### src/rtl/mips_cpu_bus_pkg.sv
// Shared types for the MIPS CPU bus master: access size, FSM states, lane masks.
// Ports: none (package).
// decode_size() folds the 2-bit CPU size code onto size_t (code 3 behaves as a word).
package mips_cpu_bus_pkg;

  typedef enum logic [1:0] {
    BYTE = 2'd0,
    HALF = 2'd1,
    WORD = 2'd2
  } size_t;

  typedef enum logic [1:0] {
    IDLE   = 2'd0,
    REQ    = 2'd1,
    RDWAIT = 2'd2,
    RESP   = 2'd3
  } state_t;

  // Lane masks for an access at byte offset 0; shifted left by the offset.
  localparam logic [3:0] BE_BYTE = 4'b0001;
  localparam logic [3:0] BE_HALF = 4'b0011;
  localparam logic [3:0] BE_WORD = 4'b1111;

  function automatic size_t decode_size(input logic [1:0] code);
    case (code)
      2'd0:    return BYTE;
      2'd1:    return HALF;
      default: return WORD;
    endcase
  endfunction

endpackage

### src/rtl/mips_cpu_bus_lane.sv
// Byte-lane helper for the bus master: byteenable, store steering, load extraction.
// Ports: size/sign_ext/offset describe the access; wdata/rdata in; byteenable/wlane/rext out.
// Purely combinational; the caller must pass an offset already aligned to the size.
module mips_cpu_bus_lane
  import mips_cpu_bus_pkg::*;
(
  input  size_t       size,
  input  logic        sign_ext,
  input  logic [1:0]  offset,
  input  logic [31:0] wdata,
  input  logic [31:0] rdata,
  output logic [3:0]  byteenable,
  output logic [31:0] wlane,
  output logic [31:0] rext
);

  logic [4:0]  shamt;
  logic [31:0] rshift;

  assign shamt  = {offset, 3'b000};
  assign rshift = rdata >> shamt;

  always_comb begin
    byteenable = '0;
    wlane      = '0;
    rext       = '0;
    case (size)
      BYTE: begin
        byteenable = BE_BYTE << offset;
        wlane      = {24'b0, wdata[7:0]} << shamt;
        rext       = {{24{sign_ext & rshift[7]}}, rshift[7:0]};
      end
      HALF: begin
        byteenable = BE_HALF << offset;
        wlane      = {16'b0, wdata[15:0]} << shamt;
        rext       = {{16{sign_ext & rshift[15]}}, rshift[15:0]};
      end
      default: begin
        byteenable = BE_WORD;
        wlane      = wdata;
        rext       = rdata;
      end
    endcase
  end

endmodule

### src/rtl/mips_cpu_bus_master.sv
// Avalon-MM style initiator: one CPU byte/half/word load or store at a time onto a
// word-addressed bus, with waitrequest stalls and fixed one-cycle read latency.
// Ports: clk/reset_n; CPU side req_* / resp_*; bus side address, read, write,
// waitrequest, writedata, byteenable, readdata.
// Optional: define MIPS_CPU_MISALIGN_TRAP_EN to reject misaligned half/word accesses
// with resp_err instead of silently aligning them.
module mips_cpu_bus_master
  import mips_cpu_bus_pkg::*;
#(
  parameter int ADDR_W = 32
) (
  input  logic              clk,
  input  logic              reset_n,
  input  logic              req_valid,
  output logic              req_ready,
  input  logic              req_write,
  input  logic [1:0]        req_size,
  input  logic              req_signed,
  input  logic [ADDR_W-1:0] req_addr,
  input  logic [31:0]       req_wdata,
  output logic              resp_valid,
  output logic [31:0]       resp_rdata,
  output logic              resp_err,
  output logic [31:0]       address,
  output logic              read,
  output logic              write,
  input  logic              waitrequest,
  output logic [31:0]       writedata,
  output logic [3:0]        byteenable,
  input  logic [31:0]       readdata
);

  state_t      state;
  size_t       req_sz;
  logic [1:0]  req_off;

  // Fields held for the load-extraction side while the bus cycle runs.
  size_t       lat_size;
  logic        lat_signed;
  logic        lat_write;
  logic [1:0]  lat_off;

  logic [3:0]  req_be;
  logic [31:0] req_wlane;
  logic [31:0] rd_rext;

  logic [31:0] unused_req_rext;
  logic [3:0]  unused_rd_be;
  logic [31:0] unused_rd_wlane;

  assign req_sz = decode_size(req_size);

  // Offending low bits are dropped so a misaligned access proceeds aligned.
  always_comb begin
    req_off = req_addr[1:0];
    case (req_sz)
      HALF:    req_off = {req_addr[1], 1'b0};
      WORD:    req_off = 2'b00;
      default: req_off = req_addr[1:0];
    endcase
  end

  mips_cpu_bus_lane u_lane_req (
    .size       (req_sz),
    .sign_ext   (1'b0),
    .offset     (req_off),
    .wdata      (req_wdata),
    .rdata      (32'd0),
    .byteenable (req_be),
    .wlane      (req_wlane),
    .rext       (unused_req_rext)
  );

  mips_cpu_bus_lane u_lane_rd (
    .size       (lat_size),
    .sign_ext   (lat_signed),
    .offset     (lat_off),
    .wdata      (writedata),
    .rdata      (readdata),
    .byteenable (unused_rd_be),
    .wlane      (unused_rd_wlane),
    .rext       (rd_rext)
  );

`ifdef MIPS_CPU_MISALIGN_TRAP_EN
  logic misaligned;
  logic resp_err_q;

  assign misaligned = ((req_sz == HALF) && req_addr[0]) ||
                      ((req_sz == WORD) && (req_addr[1:0] != 2'b00));
  assign resp_err   = resp_err_q;
`else
  assign resp_err = 1'b0;
`endif

  always_ff @(posedge clk) begin
    if (!reset_n) begin
      state      <= IDLE;
      req_ready  <= 1'b1;
      read       <= 1'b0;
      write      <= 1'b0;
      address    <= '0;
      writedata  <= '0;
      byteenable <= '0;
      resp_valid <= 1'b0;
      resp_rdata <= '0;
      lat_size   <= BYTE;
      lat_signed <= 1'b0;
      lat_write  <= 1'b0;
      lat_off    <= 2'b00;
`ifdef MIPS_CPU_MISALIGN_TRAP_EN
      resp_err_q <= 1'b0;
`endif
    end else begin
      resp_valid <= 1'b0;
      case (state)
        IDLE: begin
          if (req_valid) begin
            req_ready  <= 1'b0;
            lat_size   <= req_sz;
            lat_signed <= req_signed;
            lat_write  <= req_write;
            lat_off    <= req_off;
`ifdef MIPS_CPU_MISALIGN_TRAP_EN
            if (misaligned) begin
              // No bus cycle: answer straight away with an error and zero data.
              state      <= RESP;
              resp_valid <= 1'b1;
              resp_err_q <= 1'b1;
              resp_rdata <= '0;
            end else
`endif
            begin
              state      <= REQ;
              read       <= !req_write;
              write      <= req_write;
              address    <= 32'(req_addr & ~ADDR_W'(3));
              byteenable <= req_be;
              writedata  <= req_wlane;
            end
          end
        end
        REQ: begin
          if (!waitrequest) begin
            read  <= 1'b0;
            write <= 1'b0;
            if (lat_write) begin
              state      <= RESP;
              resp_valid <= 1'b1;
            end else begin
              state <= RDWAIT;
            end
          end
        end
        RDWAIT: begin
          // readdata is valid exactly one cycle after the read was accepted.
          // resp_rdata only changes when a load completes, so stores leave it as is.
          resp_rdata <= rd_rext;
          resp_valid <= 1'b1;
          state      <= RESP;
        end
        default: begin
          state     <= IDLE;
          req_ready <= 1'b1;
`ifdef MIPS_CPU_MISALIGN_TRAP_EN
          resp_err_q <= 1'b0;
`endif
        end
      endcase
    end
  end

endmodule

### config.mk
export PLATFORM = sky130hd
export DESIGN_NAME = mips_cpu_bus_master
export DESIGN_NICKNAME = d
export VERILOG_FILES = /design/src/rtl/mips_cpu_bus_pkg.sv /design/src/rtl/mips_cpu_bus_lane.sv /design/src/rtl/mips_cpu_bus_master.sv
export SDC_FILE = /design/constraint.sdc
export NUM_CORES = 1
export LEC_CHECK = 0
export BUFFER_PORTS_ARGS = -buffer_cell sky130_fd_sc_hd__buf_2
export CORE_MARGIN = 8
export CORE_UTILIZATION = 25
export DETAILED_ROUTE_END_ITERATION = 7
export PLACE_DENSITY = 0.52
export SLEW_MARGIN = 20
export SYNTH_ARGS = -nofsm -noshare
export SYNTH_HDL_FRONTEND = slang
export SYNTH_HIERARCHICAL = 1
export SYNTH_SLANG_ARGS = --single-unit
### constraint.sdc
create_clock -name clk -period 1.9 [get_ports clk]
set_input_delay 0.19 -clock clk [delete_from_list [all_inputs] [get_ports clk]]
set_output_delay 0.19 -clock clk [all_outputs]
set_load 0.1 [all_outputs]
### Yosys cells after proc, flatten, opt, wreduce, memory -nomap -nowiden

Index checks and enable logic that the tools add are counted.

* output and inout bits: 105
* register bits after elaboration: 110

* muxes and demuxes: 19
* reductions and logical operators: 11
* eq/ne operators: 8
* bitwise operators: 3
* shift operators: 5

Operators by type and width (count)
* case mux 32 bit (2 select lines): 2
* left shift 16 x 5 -> 32 bit: 1
* left shift 8 x 5 -> 32 bit: 1
* right shift 32 x 5 -> 16 bit: 1
* equality test 2 x 1 -> 1 bit (second input constant): 4
* zero test 2 bit: 4
* case mux 1 bit (2 select lines): 4
* case mux 2 bit (2 select lines): 2
* case mux 4 bit (2 select lines): 1
* 2-to-1 mux 1 bit: 7
* case mux 2 bit (3 select lines): 1
* AND reduction 2 bit: 3
* equality test 2 bit (second input constant): 2
* 2-to-1 mux 2 bit: 2
* != test 2 bit (second input constant): 2
* left shift 1 x 2 -> 4 bit (first input constant): 1
* left shift 2 x 2 -> 4 bit (first input constant): 1
* AND reduction 3 bit: 1
* AND 1 bit: 2
* nonzero test 2 bit: 1
* OR reduction 2 bit: 1
* zero test 1 bit: 1
* inverter 1 bit: 1

### Longest topological paths before layout

Gate-level depths: netlist of run 1.

* word-level depth: 6
* mapped depth: 10

### By module

Netlist of run 1, hierarchy kept.

Modules (own cells, without submodules)
* mips_cpu_bus_master: cells an instance 459, instances 1, area an instance 3936.3 um^2
* mips_cpu_bus_lane: cells an instance 237, instances 2, area an instance 1408.9 um^2

### Worst setup path before layout of run 1

OpenSTA, ideal clock, no wires.

* path kind: in2reg
* start point: input req_size[1]
* end point: register writedata[23]
* required time: 1.830 ns
* path slack: 0.268 ns
* stages on the path: 10
* arrival: 1.561 ns
* setup time: 0.070 ns
* path buffers: 3
* cells stage by stage: nor3b_1 -> buf_6 -> buf_6 -> nor2b_4 -> nor2b_1 -> buf_4 -> a22oi_1 -> o21ai_0 -> nand2_1 -> a21oi_1

* longest elaborated chain between the ends: 6

RTL lines
* start, declared: RTL line mips_cpu_bus_master.sv:17 `input logic [1:0] req_size,`
* equality test 2 x 1 -> 1 bit or zero test 2 bit (tied branches): RTL line mips_cpu_bus_pkg.sv:25 `case (code)`
* case mux 2 bit (2 select lines) *: RTL line mips_cpu_bus_pkg.sv:25
* equality test 2 bit or equality test 2 x 1 -> 1 bit (tied branches)
* case mux 2 bit (2 select lines): RTL line mips_cpu_bus_master.sv:56 `case (req_sz)`
* left shift 16 x 5 -> 32 bit or left shift 8 x 5 -> 32 bit (tied branches): RTL line mips_cpu_bus_lane.sv:35, mips_cpu_bus_lane.sv:30
* case mux 32 bit (2 select lines) *: RTL line mips_cpu_bus_lane.sv:27 `case (size)`
* net req_wlane[23]: RTL line mips_cpu_bus_master.sv:44 `logic [31:0] req_wlane;`
* end signal, assigned: RTL line mips_cpu_bus_master.sv:139 `writedata <= req_wlane;`
* end, declared: RTL line mips_cpu_bus_master.sv:28 `output logic [31:0] writedata,`

The timed path passes the listed nets; every way through them passes the cells marked *.
A chain may end at the register's enable or synchronous reset.

### Worst setup path after layout of run 1

* start point: register lat_off[0]
* end point: register resp_rdata[28]

* longest elaborated chain between the ends: 3

RTL lines
* start, declared: RTL line mips_cpu_bus_master.sv:41 `logic [1:0] lat_off;`
* start signal, assigned: RTL line mips_cpu_bus_master.sv:123 `lat_off <= req_off;`
* right shift 32 x 5 -> 16 bit *: RTL line mips_cpu_bus_lane.sv:21 `assign rshift = rdata >> shamt;`
* AND 1 bit (on tied branches): RTL line mips_cpu_bus_lane.sv:36, mips_cpu_bus_lane.sv:31
* case mux 32 bit (2 select lines) *: RTL line mips_cpu_bus_lane.sv:27
* net rd_rext[28]: RTL line mips_cpu_bus_master.sv:45 `logic [31:0] rd_rext;`
* end signal, assigned: RTL line mips_cpu_bus_master.sv:158 `resp_rdata <= rd_rext;`
* end, declared: RTL line mips_cpu_bus_master.sv:22 `output logic [31:0] resp_rdata,`

Marked as above.

==> summary.md, run 1 <==
| Metric | Value |
|---|---|
| Fin. Hold Viols | `0` |
| Max-cap violations | `0` |
| Overflow after GRT | `0` |
| Max Clock Freq | `0.573 GHz` |
| Multi-input logic area | `2830 sq um` |
| CTS tree | `yes` |
| Starting Density | `25.2%` |
| CP Cell Sequence | `buf_12 > mux2i_4 > o22ai_2 > o31ai_4 > buf_12 > o21ai_0 > mux2i_1 > nor2_1` |
| DR vias | `5382` |
| Minimum clock period | `1.74 ns` |
| Routed WL | `18700 microns` |
| Worst Reg2Reg Path Length in Cells | `8` |
| Setup violators final | `0` |
| Worst clock skew | `0.0128 ns` |
| Hold path start | `req_write` |
| Comb pwr share | `49.8%` |
| Ports | `209` |
| Mapped Cells | `717` |
| Buffers on Ports | `205` |
| Worst EP required | `2.14 ns` |
| Worst EP arrival | `1.98 ns` |
| Outcome | `finished clean` |
| Clock sinks | `110` |
| RSZ-0062 raised after global routing | `no` |
| Clock share of power | `19.9%` |
| Largest net degree at the start of global routing | `78` |
| Hold path cells | `2` |
| Final Cycle Share | `91.8%` |
| DRC errors left | `0` |
| Clock Pin Slew Worst Setup and Hold Paths | `0.08 ns` |
| Psw | `0.00484 W` |
| Critical Path Sink Type | `flop` |
| Die ar. | `26900 sq um` |
| CP Launch Type | `flop` |
| Power after layout | `0.00943 W` |
| Most frequent CP cell | `buf_12` |
| HPWL after DPL | `13700 microns` |
| Final GP Congestion | `0.853` |
| Die height | `164 microns` |
| Post-Syn Area | `5470 sq um` |
| Row Count | `54` |
| Worst r2r dst | `resp_rdata[28]` |
| # diodes | `0` |
| Min-Delay Path Class | `in2reg` |
| Layout cell share with drive strength beyond 1 | `30.1%` |
| Filler cell count | `2368` |
| H-tree Lvls | `3` |
| Reg power frac | `30.3%` |
| Drt first-iter violations | `265` |
| Area overhead of the layout relative to synthesis | `28.4%` |
| Launching point of the worst reg2reg path | `lat_off[0]` |
| CP peak stage delay | `0.35 ns` |
| Tot GR Track Use | `13.7%` |
| Post-CTS Setup Bufs | `0` |
| Worst slew margin | `56.8%` |
| CP delay by family, top | `compound AO/OA/AOI/OAI gates` |
| CTS Root Cell | `clkbuf_16` |
| Setup slack, reg-to-reg | `0.16 ns` |
| TNS Setup | `0 ns` |
| Core area | `21700 sq um` |
| Post-detailed-route count of antenna-violating nets | `0` |
| Power Density | `1340 nW/um^2` |
| WS Path Type | `reg2reg` |
| Net Sw Frac | `51.4%` |
| Peak VDD IR | `0.649 mV` |
| Num CTS Buffers | `9` |
| CP max-delay cell | `dfxtp_2` |
| Worst Max-Slew Pin Slew | `0.647 ns` |
| Max Slew Vio Count | `0` |
| Via-per-instance ratio | `4.60` |
| Clock latency on the worst-skew pair | `0.36 ns` |
| Yosys warnings | `6` |
| Layout Nets | `993` |
| Wire per inst | `16.0 microns` |
| Register Area | `2200 sq um` |
| Worst hold path endpoint | `read` |
| Global-route wire length before repair | `29500 microns` |
| Vias in the first global route | `5336` |
| First-pass DRT Iterations | `5` |
| CP bufs+invs | `2` |
| Cell-internal power | `0.00458 W` |
| CTS max path bufs | `2` |
| Initial antenna violation count | `0` |
| Die width | `164 microns` |
| Avg Cell Area, Syn | `7.63 sq um` |
| Crit path max fanout | `20` |
| Leak | `3.12 nW` |
[registers in the layout, indices dropped and copies added (netlist names)]
name and count:
req_ready 1, state 2, writedata 32, resp_valid 1
lat_size 2, lat_off 2, write 1, lat_signed 1
resp_rdata 32, lat_write 1, read 1, address 30
byteenable 4
[power groups by stage]
stage	registers (W)	clock network (W)	logic [W]
global placement	0.00290	0	0.00473
detailed placement	0.00291	0	0.00474
global route	0.00291	0.00204	0.00498
floorplan	0.00517	0	0.00151
finish	0.00286	0.00188	0.00469
CTS	0.00286	0.00198	0.00474
[area by class of cell]
type	count	share of cell area, %
inverter	14	0.766
clock inverter	6	0.730
timing repair buffer	231	18.6
clock buffer	10	3.26
tap	280	4.99
sequential	110	31.4
multi-input combinational	519	40.3
[routing by layer]
metal	track usage [%]	share of wire [%]	up-vias
li1	-	-	2725
met1	17.6	45	2460
met2	21.6	44	186
met3	4.76	9.4	11
met4	3.60	0.97	0
met5	0	0	-
[layout by cell type, fill, tap and decap left out, types with 2 or more instances in the layout]
cell and count:
or3_1 3, or3b_1 2, a21oi_1 89, clkinv_2 2, o21ai_1 6, dfxtp_1 109, ha_1 3, o311ai_0 2
o21ai_0 46, and2_1 10, inv_6 3, conb_1 3, clkbuf_16 9, nand2b_1 2, mux2_2 7, buf_2 205
mux2i_1 35, nor2_1 36, buf_12 7, buf_4 19, nand2_1 198, a22o_1 8, nor2b_4 2, nor2b_1 14
inv_1 13, a22oi_1 29, o22ai_1 7, a2111o_1 2
[worst register-to-register path, delay by kind of cell (launching register included)]
| family | cells | cell delay, ns |
|---|---|---|
| AO/OA/AOI/OAI | 3 | 0.52 |
| buffers and inverters | 2 | 0.32 |
| flip-flops | 1 | 0.35 |
| AND/OR/NAND/NOR | 1 | 0.05 |
| multiplexers | 2 | 0.39 |
[what timing repair did]
action / CTS / global route
endpoints found under the setup margin: 0 / 2
hold buffers: 0 / 0
resized for setup: 0 / 1
[worst max-delay path by stage]
stage / start / endpoint / slack [ns] / depth (start not counted)
final: lat_off[0] / resp_rdata[28] / 0.16 / 8
after global routing: lat_off[0] / resp_rdata[28] / 0.02 / 8
after CTS: lat_off[0] / resp_rdata[28] / 0.11 / 8
after detailed placement: req_size[1] / writedata[18] / 0.09 / 8
after global placement: req_addr[0] / writedata[24] / 0.13 / 8
after floorplan: lat_off[0] / resp_rdata[29] / 0.28 / 8
[metrics by stage]
step	hold WS, ns	std cells	area [sq um]	worst slack (ns)	utilization (%)
floorplan	0.286	719	5480	0.283	-
global route	0.0473	1170	7030	0.0165	32.4
CTS	0.0231	1170	7020	0.112	32.4
finish	0.0405	1170	7030	0.156	32.4
global placement	0.407	1154	6740	0.127	31.1
detailed placement	0.417	1154	6740	0.0894	31.1
No activity file was read; power rests on OpenSTA's default activity.
==> run 2, diff against run 1 <==
--- a/config.mk
+++ b/config.mk
@@ -9,9 +9,9 @@
 export CORE_MARGIN = 8
 export CORE_UTILIZATION = 25
 export DETAILED_ROUTE_END_ITERATION = 7
-export PLACE_DENSITY = 0.52
+export GPL_ROUTABILITY_DRIVEN = 0
+export PLACE_DENSITY = 0.54
 export SLEW_MARGIN = 20
 export SYNTH_ARGS = -nofsm -noshare
 export SYNTH_HDL_FRONTEND = slang
-export SYNTH_HIERARCHICAL = 1
 export SYNTH_SLANG_ARGS = --single-unit
==> run 2 against run 1 <==
First-iteration DRC count is 8.7% lower. Routed wire length shrank 4.0%. Worst setup slack better by 0.071 ns. Via count shrank 7.9%. Final cell count down 9.8%. Die area fell by 5.5%. Largest cell class unchanged. Largest power group unchanged.
==> summary.md, run 2 <==
| Metric | Value |
|---|---|
| Area contributors post-synth | `dfxtp_1 43%, nand2_1 7.3%, a21boi_0 6.4%` |
| Worst slew margin | `65.1%` |
| HPWL after DPL | `13000 microns` |
| # diodes | `0` |
| Wire per inst | `17.1 microns` |
| Worst Max-Slew Pin Slew | `0.527 ns` |
| TNS Setup | `0 ns` |
| Async SR Flop Fraction | `0%` |
| Avg Cell Area, Syn | `8.60 sq um` |
| Synth top area share | `42.8%` |
| Core area | `20200 sq um` |
| Worst EP arrival | `1.95 ns` |
| WS Path Type | `reg2reg` |
| Die ar. | `25400 sq um` |
| CP bufs+invs | `2` |
| Post-synth top cells | `110 x dfxtp_1, 100 x nand2_1, 45 x o21ai_0` |
| Yosys warnings | `0` |
| Worst r2r dst | `address[15]` |
| Max-cap violations | `0` |
| Synth area leader | `dfxtp_1` |
| H-tree Lvls | `3` |
| Layout cell share with drive strength beyond 1 | `32.1%` |
| Post-synth EDFFs | `0` |
| Launching point of the worst reg2reg path | `state[0]` |
| Minimum clock period | `1.67 ns` |
| Sequential fraction of the synthesis area | `42.8%` |
| CTS max path bufs | `2` |
| Layout Nets | `889` |
| Post-synthesis cell type count | `43` |
| Final Cycle Share | `88.0%` |
| Most common cell after layout, fill and taps aside | `buf_2` |
| Vias in the first global route | `4907` |
| Fin. Hold Viols | `0` |
| RSZ-0062 raised after global routing | `no` |
| Via-per-instance ratio | `4.70` |
| Peak VDD IR | `0.679 mV` |
| Clock sinks | `110` |
| # resized after CTS | `0` |
| Most frequent cells in the layout | `205 x buf_2, 110 x dfxtp_1, 99 x nand2_1, 45 x o21ai_0, 44 x a21boi_0` |
| Initial antenna violation count | `1` |
| CTS tree | `yes` |
| Post-detailed-route count of antenna-violating nets | `0` |
| CP Launch Type | `flop` |
| Ports | `209` |
| Largest net degree at the start of global routing | `111` |
| CTS Root Cell | `clkbuf_16` |
| Area overhead of the layout relative to synthesis | `30.4%` |
| Routed WL | `18000 microns` |
| Post-Syn Area | `5140 sq um` |
| Yosys reg bits | `110` |
| Tot GR Track Use | `13.8%` |
| Regs by FF count | `resp_rdata (32), writedata (32), address (30)` |
| CP Cell Sequence | `inv_1 > ha_1 > and2_2 > buf_4 > nand2_1 > a21boi_0` |
| Mapped Cells | `598` |
| Clock Pin Slew Worst Setup and Hold Paths | `0.08 ns` |
| CP peak stage delay | `0.41 ns` |
| Placed cells | `1040` |
| First-pass DRT Iterations | `4` |
| Max Slew Vio Count | `0` |
| Primary FF master, synth | `dfxtp_1` |
| Worst Reg2Reg Path Length in Cells | `6` |
| Max Clock Freq | `0.598 GHz` |
| Outcome | `finished clean` |
| DR vias | `4956` |
| Leak | `2.90 nW` |
| Setup slack, reg-to-reg | `0.23 ns` |
| Critical Path End | `address[15]` |
| CP delay by family, top | `simple AND/OR/NAND/NOR gates` |
| Worst EP required | `2.18 ns` |
| Clock latency on the worst-skew pair | `0.36 ns` |
| CP max-delay cell | `and2_2` |
| Drt first-iter violations | `242` |
| Num CTS Buffers | `9` |
| Worst clock skew | `0.00811 ns` |
| Die height | `159 microns` |
| Hold path cells | `3` |
| DRC errors left | `0` |
| Crit path max fanout | `23` |
| Die width | `159 microns` |
| Buffers on Ports | `205` |
| Min-Delay Path Class | `in2reg` |
| Global-route wire length before repair | `28400 microns` |
| Row Count | `52` |
| Starting Density | `25.4%` |
| Post-CTS Setup Bufs | `0` |
| Cell Count, Final, Fillers Out | `1055` |
| Setup violators final | `0` |
| Critical Path Sink Type | `flop` |
| Crit path depth | `6` |
| Overflow after GRT | `0` |
| Power Density | `1710 nW/um^2` |
| Post-CTS Hold Buffers | `0` |
| Most frequent cell after synthesis | `dfxtp_1` |
| Worst Setup SP | `state[0]` |
[run 2: changes by cell type in the layout (fill, tap and decap cells not counted), sizes merged, moves of 9 or more]
| cell | before | now |
|---|---|---|
| nand2 | 199 | 100 |
| a21boi | 0 | 52 |
| a21oi | 89 | 38 |
| nor2 | 36 | 10 |
| a2bb2oi | 0 | 23 |
| mux2i | 36 | 16 |
| a31oi | 0 | 17 |
| nand2b | 2 | 16 |
| a22oi | 29 | 17 |
| inv | 17 | 5 |
| nand3 | 0 | 9 |
[run 2: metal layers]
| layer | track usage, % | vias to the layer above | routed length, microns |
|---|---|---|---|
| met4 | 3.39 | 2 | 198 |
| met2 | 20.9 | 184 | 7830 |
| li1 | - | 2488 | - |
| met1 | 18.0 | 2269 | 8360 |
| met3 | 5.61 | 13 | 1600 |
| met5 | 0 | - | 10 |
[run 2: kinds of logic (layout without fill, tap and decap cells)]
family                   after synthesis  in the layout  share of synthesized area (%)
adder cells (fa/ha/maj)                4              4                          0.973
flip-flops                           110            110                           42.8
buffers and inverters                 61            246                           6.01
other                                  1              3                         0.0729
AND/OR/NAND/NOR                      175            175                           16.0
multiplexers                          17             17                           3.33
AO/OA/AOI/OAI                        230            230                           30.8
[run 2: stage by stage]
stage,cell area (sq um),power (W),hold slack (ns),worst slack [ns],utilization [%]
after floorplan,5150,0.00850,0.335,0.334,-
after global placement,6440,0.00973,0.434,0.274,31.8
after detailed placement,6440,0.00975,0.439,0.212,31.8
after CTS,6710,0.0116,0.0569,0.193,33.1
after global routing,6710,0.0121,0.0594,0.000213,33.1
final,6710,0.0114,0.0772,0.227,33.1
[run 2: report_power, final]
part           switching (W)  internal (W)
registers           0.000292       0.00287
clock network       0.000911      0.000891
logic                0.00530       0.00118
[run 2: worst min path at each step]
stage,from,endpoint
floorplan,req_addr[10],address[10]
global placement,writedata[7],writedata[7]
detailed placement,writedata[6],writedata[6]
CTS,req_addr[19],address[19]
global route,req_addr[21],address[21]
finish,req_addr[21],address[21]
[run 2: area by class of cell]
cell class                 instances  area, sq um
tap                              270          338
clock inverter                     5         35.0
multi-input combinational        429         2640
timing repair buffer             228         1250
clock buffer                      10          229
fill                            2194        13500
sequential                       110         2200
inverter                           3         11.3
[run 2: worst min-delay path, stage by stage]
cell      delay, ns
buf_2          0.10
nand2_1        0.04
a21boi_0       0.06
